### config.mk
export PLATFORM = sky130hd
export DESIGN_NAME = bus_demux3
export DESIGN_NICKNAME = d
export VERILOG_FILES = /design/src/rtl/bus_demux3.sv
export SDC_FILE = /design/constraint.sdc
export NUM_CORES = 1
export LEC_CHECK = 0
export CORE_MARGIN = 2
export CORE_UTILIZATION = 45
export DETAILED_ROUTE_END_ITERATION = 12
export HOLD_SLACK_MARGIN = 0.1
export PLACE_DENSITY_LB_ADDON = 0.2
export SETUP_SLACK_MARGIN = 0.02
export SLEW_MARGIN = 25
export SYNTH_ARGS = -nofsm -noshare
export SYNTH_HDL_FRONTEND = slang
export SYNTH_SLANG_ARGS = --single-unit
### constraint.sdc
create_clock -name I_clk -period 11.8 [get_ports I_clk]
set_clock_uncertainty 0.15 [all_clocks]
set_input_delay 3.54 -clock I_clk [delete_from_list [all_inputs] [get_ports I_clk]]
set_output_delay 3.54 -clock I_clk [all_outputs]
set_load 0.1 [all_outputs]
### src/rtl/bus_demux3.sv
// Single-outstanding memory-bus demultiplexer: decodes the master address onto one of
// three slave ports and returns the slave response, or an error for unmapped or stalled accesses.
module bus_demux3 #(
  parameter logic [31:0] BASE0   = 32'h0000_0000,
  parameter logic [31:0] MASK0   = 32'hFFFF_0000,
  parameter logic [31:0] BASE1   = 32'h8000_0000,
  parameter logic [31:0] MASK1   = 32'hFFFF_FF00,
  parameter logic [31:0] BASE2   = 32'h8000_0100,
  parameter logic [31:0] MASK2   = 32'hFFFF_FF00,
  parameter int          TIMEOUT = 255
) (
  input  logic        I_clk,
  input  logic        I_rst,
  input  logic        I_req_valid,
  output logic        O_req_ready,
  input  logic [31:0] I_req_addr,
  input  logic        I_req_we,
  input  logic [31:0] I_req_wdata,
  input  logic [3:0]  I_req_wstrb,
  output logic        O_resp_valid,
  output logic [31:0] O_resp_rdata,
  output logic        O_resp_err,
  output logic [2:0]  O_s_valid,
  input  logic [2:0]  I_s_ready,
  output logic [31:0] O_s_addr,
  output logic        O_s_we,
  output logic [31:0] O_s_wdata,
  output logic [3:0]  O_s_wstrb,
  input  logic [2:0]  I_s_resp_valid,
  input  logic [31:0] I_s_rdata0,
  input  logic [31:0] I_s_rdata1,
  input  logic [31:0] I_s_rdata2
);

  typedef enum logic [2:0] {
    S_IDLE,
    S_ISSUE,
    S_WAIT,
    S_RESP,
    S_ERR
  } state_t;

  localparam logic [15:0] TO = 16'(TIMEOUT);

  state_t      state_q, state_d;
  logic [1:0]  sel_q, sel_d;
  logic [15:0] cnt_q, cnt_d;
  logic [31:0] addr_q, addr_d;
  logic        we_q, we_d;
  logic [31:0] wdata_q, wdata_d;
  logic [3:0]  wstrb_q, wstrb_d;
  logic [31:0] rdata_q, rdata_d;

  logic [2:0]  hit;
  logic [2:0]  sel_oh;
  logic        timed_out;
  logic        slave_ready;
  logic        slave_resp;
  logic [31:0] slave_rdata;

  assign hit[0] = (I_req_addr & MASK0) == BASE0;
  assign hit[1] = (I_req_addr & MASK1) == BASE1;
  assign hit[2] = (I_req_addr & MASK2) == BASE2;

  // One-hot form of sel keeps every per-slave lookup in range even for the unused code 3.
  assign sel_oh      = 3'b001 << sel_q;
  assign timed_out   = (cnt_q == TO);
  assign slave_ready = |(I_s_ready & sel_oh);
  assign slave_resp  = |(I_s_resp_valid & sel_oh);

  always_comb begin
    case (sel_q)
      2'd0:    slave_rdata = I_s_rdata0;
      2'd1:    slave_rdata = I_s_rdata1;
      default: slave_rdata = I_s_rdata2;
    endcase
  end

  always_comb begin
    state_d = state_q;
    sel_d   = sel_q;
    cnt_d   = cnt_q;
    addr_d  = addr_q;
    we_d    = we_q;
    wdata_d = wdata_q;
    wstrb_d = wstrb_q;
    rdata_d = rdata_q;
    case (state_q)
      S_IDLE: begin
        if (I_req_valid) begin
          addr_d  = I_req_addr;
          we_d    = I_req_we;
          wdata_d = I_req_wdata;
          wstrb_d = I_req_wstrb;
          cnt_d   = 16'd0;
          if (hit[0]) begin
            sel_d   = 2'd0;
            state_d = S_ISSUE;
          end else if (hit[1]) begin
            sel_d   = 2'd1;
            state_d = S_ISSUE;
          end else if (hit[2]) begin
            sel_d   = 2'd2;
            state_d = S_ISSUE;
          end else begin
            state_d = S_ERR;
          end
        end
      end
      S_ISSUE: begin
        cnt_d = cnt_q + 16'd1;
        if (timed_out)        state_d = S_ERR;
        else if (slave_ready) state_d = S_WAIT;
      end
      S_WAIT: begin
        cnt_d = cnt_q + 16'd1;
        // A response in the same cycle the limit is hit still counts as a normal completion.
        if (slave_resp) begin
          rdata_d = we_q ? 32'd0 : slave_rdata;
          state_d = S_RESP;
        end else if (timed_out) begin
          state_d = S_ERR;
        end
      end
      S_RESP:  state_d = S_IDLE;
      S_ERR:   state_d = S_IDLE;
      default: state_d = S_IDLE;
    endcase
  end

  always_ff @(posedge I_clk or posedge I_rst) begin
    if (I_rst) begin
      state_q <= S_IDLE;
      sel_q   <= 2'd0;
      cnt_q   <= 16'd0;
      addr_q  <= 32'd0;
      we_q    <= 1'b0;
      wdata_q <= 32'd0;
      wstrb_q <= 4'd0;
      rdata_q <= 32'd0;
    end else begin
      state_q <= state_d;
      sel_q   <= sel_d;
      cnt_q   <= cnt_d;
      addr_q  <= addr_d;
      we_q    <= we_d;
      wdata_q <= wdata_d;
      wstrb_q <= wstrb_d;
      rdata_q <= rdata_d;
    end
  end

  assign O_req_ready  = (state_q == S_IDLE);
  assign O_s_valid    = (state_q == S_ISSUE && !timed_out) ? sel_oh : 3'b000;
  assign O_s_addr     = addr_q;
  assign O_s_we       = we_q;
  assign O_s_wdata    = wdata_q;
  assign O_s_wstrb    = wstrb_q;
  assign O_resp_valid = (state_q == S_RESP) || (state_q == S_ERR);
  assign O_resp_err   = (state_q == S_ERR);
  assign O_resp_rdata = (state_q == S_RESP) ? rdata_q : 32'd0;

endmodule

# After elaboration in Yosys (flattened, before gate mapping)

Cells that the tools add are included.

Output and inout bits: 107
Input port bits: 174
Bits in registers: 122
Logic and storage cells: 57

Eq/ne operators: 11
Reductions and logical operators: 16
Shift operators: 1
Bitwise operators: 2
Add/subtract/negate cells: 1
Muxes and demuxes: 18

Operator list:

| cell                                            | number |
|---|---|
| 2-to-1 mux 32 bit                               | 2 |
| one-hot mux 32 bit (2 select lines)             | 1 |
| == test 24 bit, second input constant           | 2 |
| logical NOT 32 bit                              | 1 |
| one-hot mux 16 bit (2 select lines)             | 1 |
| 2-to-1 mux 3 bit                                | 9 |
| adder 16 x 1 -> 16 bit, second input constant   | 1 |
| == test 16 x 8 -> 1 bit, second input constant  | 1 |
| 2-to-1 mux 16 bit                               | 1 |
| one-hot mux 3 bit (3 select lines)              | 1 |
| AND 3 bit                                       | 2 |
| == test 3 x 2 -> 1 bit, second input constant   | 2 |
| 2-to-1 mux 2 bit                                | 3 |
| != test 3 bit, second input constant            | 2 |
| AND reduction 2 bit                             | 3 |
| AND reduction 3 bit                             | 2 |
| OR reduction 3 bit                              | 2 |
| == test 3 x 1 -> 1 bit, second input constant   | 1 |
| == test 3 bit, second input constant            | 1 |
| logical NOT 3 bit                               | 1 |
| nonzero test 3 bit                              | 1 |
| << shifter 1 x 2 -> 3 bit, first input constant | 1 |
| == test 2 x 1 -> 1 bit, second input constant   | 1 |
| logical NOT 2 bit                               | 1 |
| 6 further kinds                                 | 6 |

# Depth between registers and ports, before layout

Gate-level depths: netlist of run 1.

Depth after elaboration: 6
Gate-level depth with buffers: 7
Depth with buffers taken out: 5

# Worst setup path after synthesis of run 1

Ideal clock, no wire load.

Path kind: reg2out
Start: register cnt_q[0]
End: output O_s_valid[1]
Stages on the path, launching flop included: 6
Arrival time: 4.249 ns
Slack: 3.861 ns
Data required time: 8.110 ns
Buffers on the path: 0
Cells stage by stage: dfrtp_1 ha_1 and2_1 and3_1 and2_1 nor4b_1

Word-level cells in the longest chain between the ends: 4

RTL lines:

| item                     | RTL line | text |
|---|---|---|
| start: declaration       | 47       | `logic [15:0] cnt_q, cnt_d;` |
| start signal: assignment | 144      | `cnt_q <= cnt_d;` |
| == test 16 x 8 -> 1 bit  | 67       | `assign timed_out = (cnt_q == TO);` |
| logical NOT 1 bit        | 154      | `assign O_s_valid = (state_q == S_ISSUE && !timed_out) ? sel_oh : 3'b000;` |
| logical AND 1 bit        | 154      |  |
| 2-to-1 mux 3 bit         | 154      |  |
| end: declaration         | 23       | `output logic [2:0] O_s_valid,` |

Every way passes these cells.

# Final worst setup path of run 1

Start: register cnt_q[0]
End: output O_s_valid[2]

Same word-level chain as after synthesis.

==> qor.csv, run 1 <==
metric;value;unit
rsz0062_at_grt;false;
seqPwrFrac;0.327;
yosysTopAreaCell;dfrtp_1;
p_int;0.915;mW
grt_pass1_wl;30200;um
dieArea;14700;um^2
required;8.11;ns
syn_nets;823;
routedWlPerCell;17.7;um
antenna_cells;0;
ctsResizeCount;0;
grt_pass1_vias;5948;
place_ws;5.42;ns
combPwrFrac;0.345;
h-tree-depth;4;
pwr-share-clk;0.329;
synth-edff-count;0;
crit_type;reg2out;
die_h;121;um
clkTransAtPathRegs;0.05;ns
area_delta_synth_final;55.6;%
start_util;0.464;
cap_violations;0;
syn-cell-area;6170;um^2
setup_viol;0;
drv_slew;0;
synth.top_cell.area_share;0.495;
p_leak;4.57;nW
synth-seq-cells;122;
fp-row-count;42;
synth_common_cells;212 x nand2_1, 122 x dfrtp_1, 65 x mux2_2;
cts_setup_buffers;0;
grt.overflow.total;0;
die_w;121;um
place.gp.congestion;0.898;
synth.most_common_cell;nand2_1;
fmax;146;MHz
hold_viol;0;
io_buffers;280;
vias;5684;
route.detailed.drc;0;
ys_top_cells_by_area;dfrtp_1 49%, nand2_1 13%, mux2_2 12%, mux2i_1 5.5%, and2_1 3.5%;
cts_hold_buf;0;
firstDrtPassIters;4;
drive_above_1_share;0.118;
dpl.hpwl;13800;um
syn-instance-count;648;
switching_share;0.388;
fin_tns_setup;0;ns
vias_per_cell;5.17;
ios;281;
numClockSinks;122;
hold_class;reg2reg;
power.density;156;nW/um^2
synth_area_per_cell;9.52;um^2
cts_tree;done;
max_slew.worst_pin.slew;1.07;ns
setup_slack;4.97;ns
start_kind;flip-flop;
cp.arrival;3.14;ns
cpPeakStageDelay;1.19;ns
grt_usage;0.268;
cp_max_fo;5;
nets;1086;
status;finished, final reports clean;
core;13300;um^2
yosysSeqAreaShare;0.495;
vdd_drop_max;0.112;mV
timing.slew.headroom;0.286;
clockRootBuffer;clkbuf_16;
total_power;1.49;mW
synth_top_flop_cell;dfrtp_1;
synthArstFlopShare;1.00;
hold_ws;0.322;ns
finalCritPeriodShare;0.578;
period_needed;6.83;ns
end_kind;output pin;
synthDistinctLibCells;44;
insertion_delay;0.41;ns
crit_path_top_delay_cell;clkdlybuf4s50_1;
grt_max_degree;91;
dr.first_iter.drc_count;243;
antenna_found_initial;0;
switchingPower;0.579;mW
ys_warn_count;0;
clock_path_buffers;2;
cpMostUsedCell;and2_1;
cp_cell_sequence;ha_1, and2_1, and3_1, and2_1, nor4b_1, clkdlybuf4s50_1;
cts_made_buffers;17;
ant_nets;0;
wl;19500;um
per-stage QoR:
stage / instances / util / cell area [um^2]
after global routing: 1099 / 0.722 / 9600
after detailed placement: 1068 / 0.680 / 9040
after global placement: 1068 / 0.680 / 9040
final: 1099 / 0.722 / 9600
after floorplan: 648 / - / 6170
after CTS: 1099 / 0.722 / 9600
power by group through the flow:
stage	sequential, mW	clock, mW	combinational, mW
2_1_floorplan	0.745	0	0.0976
3_3_place_gp	0.491	0	0.508
3_5_place_dp	0.493	0	0.514
4_1_cts	0.487	0.496	0.517
5_1_grt	0.493	0.520	0.535
6_report	0.488	0.491	0.515
layer usage:
metal  vias up  track usage  share of wire
met1      2744        0.293           0.36
li1       2695            -              -
met5         -            0              0
met4         0       0.0930          0.023
met2       210        0.470           0.53
met3        35        0.106          0.085
sequential cells by signal (all words and copies together), names as in the netlist:
| name | cells |
|---|---|
| sel_q | 2 |
| O_s_wdata | 32 |
| O_s_wstrb | 4 |
| O_s_we | 1 |
| state_q | 3 |
| cnt_q | 16 |
| O_s_addr | 32 |
| rdata_q | 32 |
cells by family (layout without fill, tap and decap cells):
| logic type | after synthesis | in the layout | synth area share |
|---|---|---|---|
| AND/OR/NAND/NOR | 338 | 338 | 0.244 |
| AO/OA/AOI/OAI | 37 | 37 | 0.0414 |
| adder cells (fa/ha/maj) | 1 | 1 | 0.00203 |
| buffers and inverters | 44 | 319 | 0.0339 |
| multiplexers | 99 | 99 | 0.174 |
| XOR/XNOR | 7 | 7 | 0.00994 |
| flip-flops | 122 | 122 | 0.495 |
critical path: cells and delay by family (launching register included):
kind	cells	cell delay [ns]
AND/OR/NAND/NOR	4	0.91
adder cells (fa/ha/maj)	1	0.23
buffers and inverters	1	1.19
flip-flops	1	0.40
layout by cell type, fill, tap and decap left out, types with 8 or more instances in the layout:
cell type and instances:
a21oi_1 8, and2_1 34, clkbuf_16 17, clkdlybuf4s50_1 280
dfrtp_1 120, mux2_2 65, mux2i_1 34, nand2_1 211
nor2_1 39, nor4_1 9
area by class of cell:
cell class | instances | area [um^2]
tap | 176 | 220
timing repair buffer | 285 | 2840
sequential | 122 | 3060
fill | 960 | 3700
clock buffer | 21 | 450
multi-input combinational | 482 | 2910
inverter | 3 | 13.8
clock inverter | 10 | 103
path summary, 6_finish.rpt:
check                                           from                        end  slack [ns]  depth (start not counted)
hold / removal             O_s_wdata[26]$_DFFE_PP0P_  O_s_wdata[26]$_DFFE_PP0P_        0.32                          2
min in group asynchronous                      I_rst     rdata_q[4]$_DFFE_PP0N_        3.33                          2
hold reg to reg            O_s_wdata[26]$_DFFE_PP0P_  O_s_wdata[26]$_DFFE_PP0P_        0.32                          2
setup reg to reg                sel_q[0]$_DFFE_PP0P_    rdata_q[13]$_DFFE_PP0N_        9.07                          6
max in group asynchronous                      I_rst       sel_q[1]$_DFFE_PP0P_        6.93                          3
setup / recovery                cnt_q[0]$_DFFE_PP0P_               O_s_valid[2]        4.97                          6
(Power assumes the default switching activity.)
==> run 2: changes to the inputs <==
--- a/config.mk
+++ b/config.mk
@@ -6,7 +6,7 @@
 export NUM_CORES = 1
 export LEC_CHECK = 0
 export CORE_MARGIN = 2
-export CORE_UTILIZATION = 45
+export CORE_UTILIZATION = 42
 export DETAILED_ROUTE_END_ITERATION = 12
 export HOLD_SLACK_MARGIN = 0.1
 export PLACE_DENSITY_LB_ADDON = 0.2
==> constraint.sdc (replaced) <==
create_clock -name I_clk -period 6.7 [get_ports I_clk]
set_clock_uncertainty 0.15 [all_clocks]
set_input_delay 2.01 -clock I_clk [delete_from_list [all_inputs] [get_ports I_clk]]
set_output_delay 2.01 -clock I_clk [all_outputs]
set_load 0.1 [all_outputs]
==> qor.csv, run 2 (synthesized netlist as in run 1, its figures left out) <==
metric;value;unit;change
cts_setup_buffers;0;;unchanged
placed_area;9060;um^2;was 9040 um^2
fillers;1129;;was 960
end_kind;output pin;;unchanged
die_w;125;um;was 121 um
switching_share;0.385;;was 0.388
cpPeakStageDelay;1.25;ns;was 1.19 ns
hold_viol;0;;unchanged
ios;281;;unchanged
clockRootBuffer;clkbuf_16;;unchanged
antenna_found_initial;0;;unchanged
max_slew.worst_pin.slew;1.06;ns;was 1.07 ns
finalInstanceArea;9640;um^2;was 9600 um^2
switchingPower;1.02;mW;was 0.579 mW
clock_path_buffers;2;;unchanged
cts_tree;done;;unchanged
grt_pass1_wl;30500;um;was 30200 um
routedWlPerCell;16.9;um;was 17.7 um
rsz0062_at_grt;false;;unchanged
cap_violations;0;;unchanged
status;finished, final reports clean;;unchanged
cp_cell_sequence;ha_1, and2_1, and3_1, and2_1, nor4b_1, clkdlybuf4s50_1;;unchanged
cp.arrival;3.24;ns;was 3.14 ns
finalCritPeriodShare;0.807;;
io_buffers;280;;unchanged
h-tree-depth;4;;unchanged
cp_max_fo;5;;unchanged
die_h;125;um;was 121 um
hold_class;reg2reg;;unchanged
dr.first_iter.drc_count;262;;was 243
vias;5674;;was 5684
grt.overflow.total;0;;unchanged
fp-row-count;44;;was 42
mostFrequentLayoutCell;clkdlybuf4s50_1;;unchanged
start_util;0.428;;was 0.464
core;14400;um^2;was 13300 um^2
crit_path_top_delay_cell;clkdlybuf4s50_1;;unchanged
layout_common_cells;280 x clkdlybuf4s50_1, 211 x nand2_1, 120 x dfrtp_1, 65 x mux2_2, 39 x nor2_1;;unchanged
pwr-share-clk;0.334;;was 0.329
firstDrtPassIters;5;;was 4
dpl.hpwl;13900;um;was 13800 um
fin_tns_setup;0;ns;unchanged
place.gp.congestion;0.826;;was 0.898
timing.slew.headroom;0.294;;was 0.286
cts_hold_buf;0;;unchanged
vdd_drop_max;0.228;mV;was 0.112 mV
wl;18800;um;was 19500 um
ant_nets;0;;unchanged
grt_max_degree;74;;was 91
drv_slew;0;;unchanged
required;4.54;ns;was 8.11 ns
path_delay_family;buffers and inverters;;unchanged
nets;1087;;was 1086
seqPwrFrac;0.323;;was 0.327
drive_above_1_share;0.121;;was 0.118
fmax;185;MHz;
crit_type;reg2out;;unchanged
period_needed;5.40;ns;
cts_made_buffers;17;;unchanged
route.detailed.drc;0;;unchanged
antenna_cells;0;;unchanged
insertion_delay;0.42;ns;was 0.41 ns
p_int;1.63;mW;was 0.915 mW
grt_pass1_vias;6082;;was 5948
power.density;274;nW/um^2;was 156 nW/um^2
ctsResizeCount;0;;unchanged
dieArea;15700;um^2;was 14700 um^2
cpMostUsedCell;and2_1;;unchanged
numClockSinks;122;;unchanged
start_kind;flip-flop;;unchanged
combPwrFrac;0.343;;was 0.345
vias_per_cell;5.12;;was 5.17
stdcell_count;1109;;was 1099
setup_viol;0;;unchanged
clkTransAtPathRegs;0.05;ns;about the same
dp.cells;1077;;was 1068
grt_usage;0.243;;was 0.268
p_leak;4.59;nW;was 4.57 nW
area_delta_synth_final;56.2;%;was 55.6%
cp_num_buf_inv;1;;unchanged
post-route-util;0.668;;was 0.722
==> run 2: cell types whose count changed in the layout (fill, tap and decap cells not counted), sizes merged <==
| cell | change |
|---|---|
| clkbuf | +4 |
| clkinv | -2 |
| buf | +1 |
| bufinv | -1 |
==> run 2: final cells by class <==
cell class	instances	area [um^2]	share of cell area
inverter	3	13.8	0.00143
clock buffer	25	515	0.0535
multi-input combinational	482	2910	0.302
timing repair buffer	286	2850	0.296
tap	184	230	0.0239
sequential	122	3060	0.317
clock inverter	7	62.6	0.00649
==> run 2: tightest hold or removal path: stages, from the launching register on <==
cell     delay, ns
dfrtp_1       0.34
nand2_1       0.05
nand2_1       0.05
==> run 2: worst paths after layout <==
| kind | start | to | slack, ns | cells after the start |
|---|---|---|---|---|
| worst min register to register | O_s_wdata[6]$_DFFE_PP0P_ | O_s_wdata[6]$_DFFE_PP0P_ | 0.32 | 2 |
| worst min-delay path | O_s_wdata[6]$_DFFE_PP0P_ | O_s_wdata[6]$_DFFE_PP0P_ | 0.32 | 2 |
| worst max-delay path | cnt_q[0]$_DFFE_PP0P_ | O_s_valid[1] | 1.30 | 6 |
| max in group asynchronous | I_rst | O_s_we$_DFFE_PP0P_ | 3.13 | 3 |
| min in group asynchronous | I_rst | O_s_wdata[19]$_DFFE_PP0P_ | 1.97 | 2 |
| worst max register to register | sel_q[0]$_DFFE_PP0P_ | rdata_q[30]$_DFFE_PP0N_ | 3.53 | 6 |
==> run 2: power groups by stage <==
| stage | Combinational (mW) | Clock (mW) | Sequential, mW |
|---|---|---|---|
| finish | 0.906 | 0.884 | 0.854 |
| global route | 0.945 | 0.938 | 0.863 |
| CTS | 0.912 | 0.897 | 0.854 |
| detailed placement | 0.909 | 0 | 0.864 |
| global placement | 0.901 | 0 | 0.860 |
| floorplan | 0.172 | 0 | 1.31 |
==> run 2: layer usage <==
metal	routed length (um)	part of all wire	GRT usage	vias to the layer above
met5	0	0	0	-
met4	588	0.031	0.103	0
met3	1700	0.091	0.102	50
met2	9280	0.49	0.410	226
met1	7200	0.38	0.272	2708
li1	-	-	-	2690
==> run 2: metrics by stage <==
step / total power [mW] / hold slack (ns) / setup WS, ns
floorplan: 1.48 / 0.321 / 0.291
global placement: 1.76 / 0.307 / 1.79
detailed placement: 1.77 / 0.312 / 1.75
CTS: 2.66 / 0.325 / 1.27
global route: 2.75 / 0.347 / 1.19
finish: 2.64 / 0.318 / 1.30
==> run 3: changes to the inputs <==
==> constraint.sdc (replaced) <==
create_clock -name I_clk -period 5.4 [get_ports I_clk]
set_clock_uncertainty 0.15 [all_clocks]
set_input_delay 1.62 -clock I_clk [delete_from_list [all_inputs] [get_ports I_clk]]
set_output_delay 1.62 -clock I_clk [all_outputs]
set_load 0.1 [all_outputs]
==> qor.csv, run 3 (synthesized netlist as in run 1, its figures left out) <==
metric;value;unit;change
fin_tns_setup;0;ns;unchanged
place.gp.congestion;0.808;;was 0.826
crit_type;reg2out;;unchanged
fmax;217;MHz;
layout_common_cells;276 x clkdlybuf4s50_1, 211 x nand2_1, 121 x dfrtp_1, 65 x mux2_2, 39 x nor2_1;;was 280 x clkdlybuf4s50_1, 211 x nand2_1, 120 x dfrtp_1, 65 x mux2_2, 39 x nor2_1
core;14400;um^2;unchanged
fp-row-count;44;;unchanged
clock_path_buffers;2;;unchanged
ctsResizeCount;0;;unchanged
rr_endpoint;O_s_addr[21]$_DFFE_PP0P_;;was rdata_q[30]$_DFFE_PP0N_
setup_slack;0.790;ns;was 1.30 ns
grt_pass1_vias;6076;;was 6082
dr.first_iter.drc_count;269;;was 262
h-tree-depth;4;;unchanged
clkTransAtPathRegs;0.06;ns;was 0.05 ns
dieArea;15700;um^2;unchanged
grt_usage;0.246;;was 0.243
required;3.63;ns;was 4.54 ns
antenna_cells;0;;unchanged
vias_per_cell;5.08;;was 5.12
cts_tree;done;;unchanged
area_delta_synth_final;58.1;%;was 56.2%
cap_violations;0;;unchanged
max_slew.worst_pin.slew;1.04;ns;was 1.06 ns
wl;18900;um;was 18800 um
clockRootBuffer;clkbuf_16;;unchanged
die_w;125;um;unchanged
reg2reg_from;state_q[0]$_DFFE_PP0P_;;was sel_q[0]$_DFFE_PP0P_
grt_pass1_wl;30900;um;was 30500 um
grt_max_degree;57;;was 74
regToRegSetupSlack;2.79;ns;was 3.53 ns
cts_setup_buffers;0;;unchanged
routedWlPerCell;17.0;um;was 16.9 um
period_needed;4.61;ns;
vias;5654;;was 5674
placed_area;9100;um^2;was 9060 um^2
total_power;3.42;mW;was 2.64 mW
setup_viol;0;;unchanged
antenna_found_initial;0;;unchanged
cts_made_buffers;17;;unchanged
insertion_delay;0.41;ns;was 0.42 ns
drive_above_1_share;0.129;;was 0.121
vdd_drop_max;0.315;mV;was 0.228 mV
dp.cells;1081;;was 1077
ant_nets;0;;unchanged
holdPathEnd;O_s_wdata[6]$_DFFE_PP0P_;;unchanged
timing.slew.headroom;0.303;;was 0.294
place_ws;1.18;ns;was 1.75 ns
die_h;125;um;unchanged
p_leak;4.65;nW;was 4.59 nW
dpl.hpwl;14100;um;was 13900 um
hold_path.startpoint;O_s_wdata[6]$_DFFE_PP0P_;;unchanged
firstDrtPassIters;5;;unchanged
nets;1091;;was 1087
rsz0062_at_grt;false;;unchanged
numClockSinks;122;;unchanged
status;finished, final reports clean;;unchanged
worstRegToRegCells;5;;was 6
power.density;351;nW/um^2;was 274 nW/um^2
start_util;0.428;;unchanged
hold_class;reg2reg;;unchanged
finalCritPeriodShare;0.854;;
hold_viol;0;;unchanged
end_kind;output pin;;unchanged
route.detailed.drc;0;;unchanged
cts_hold_buf;0;;unchanged
finalInstanceArea;9750;um^2;was 9640 um^2
grt.overflow.total;0;;unchanged
ios;281;;unchanged
cp_max_fo;33;;was 5
start_kind;flip-flop;;unchanged
stdcell_count;1113;;was 1109
io_buffers;280;;unchanged
whs_path_depth;2;;unchanged
mostFrequentLayoutCell;clkdlybuf4s50_1;;unchanged
cp.arrival;2.84;ns;was 3.24 ns
drv_slew;0;;unchanged
-- run 3: changes by cell type in the layout (fill, tap and decap cells not counted), sizes merged --
| cell | previous run | this run |
|---|---|---|
| clkdlybuf4s50 | 280 | 276 |
| clkbuf | 25 | 23 |
| clkinvlp | 1 | 3 |
| bufinv | 1 | 4 |
| buf | 6 | 14 |
| clkinv | 5 | 2 |
-- run 3: final cells by class --
type	instances	area, um^2
Clock buffer	23	498
Clock inverter	9	160
Fill cell	1115	4670
Inverter	3	13.8
Multi-Input combinational cell	482	2910
Sequential cell	122	3050
Tap cell	184	230
Timing Repair Buffer	290	2890
-- run 3: worst max-delay path, cell delays in order, from the launching register on --
cell,delay (ns)
dfrtp_1,0.51
and3b_2,0.55
and2_1,0.21
clkdlybuf4s50_1,1.16
-- run 3: power breakdown --
group          leakage (nW)  switching (mW)  internal (mW)  total [mW]
clock network         0.312           0.400          0.835        1.23
registers              1.57          0.0550          0.995        1.05
logic                  2.76           0.812          0.326        1.14
-- run 3: how the worst max path moves through the flow --
stage,from,endpoint,slack (ns),cells after the start
after CTS,state_q[0]$_DFFE_PP0P_,O_resp_rdata[3],0.74,3
final,state_q[0]$_DFFE_PP0P_,O_resp_rdata[3],0.79,3
after floorplan,cnt_q[0]$_DFFE_PP0P_,O_s_valid[1],-0.62,5
after detailed placement,state_q[0]$_DFFE_PP0P_,O_resp_rdata[3],1.18,3
after global routing,state_q[0]$_DFFE_PP0P_,O_resp_rdata[3],0.66,3
after global placement,state_q[0]$_DFFE_PP0P_,O_resp_rdata[4],1.35,3
-- run 3: stage by stage --
stage / utilization / hold WS, ns
final: 0.676 / 0.322
after CTS: 0.676 / 0.324
after global routing: 0.676 / 0.347
after floorplan: - / 0.321
after detailed placement: 0.631 / 0.311
after global placement: 0.629 / 0.308
-- run 3: layer usage --
layer | global-route usage | vias to the layer above | part of all wire
met2 | 0.441 | 219 | 0.51
met1 | 0.273 | 2697 | 0.38
li1 | - | 2704 | -
met5 | 0 | - | 0
met4 | 0.0824 | 0 | 0.024
met3 | 0.0839 | 34 | 0.083
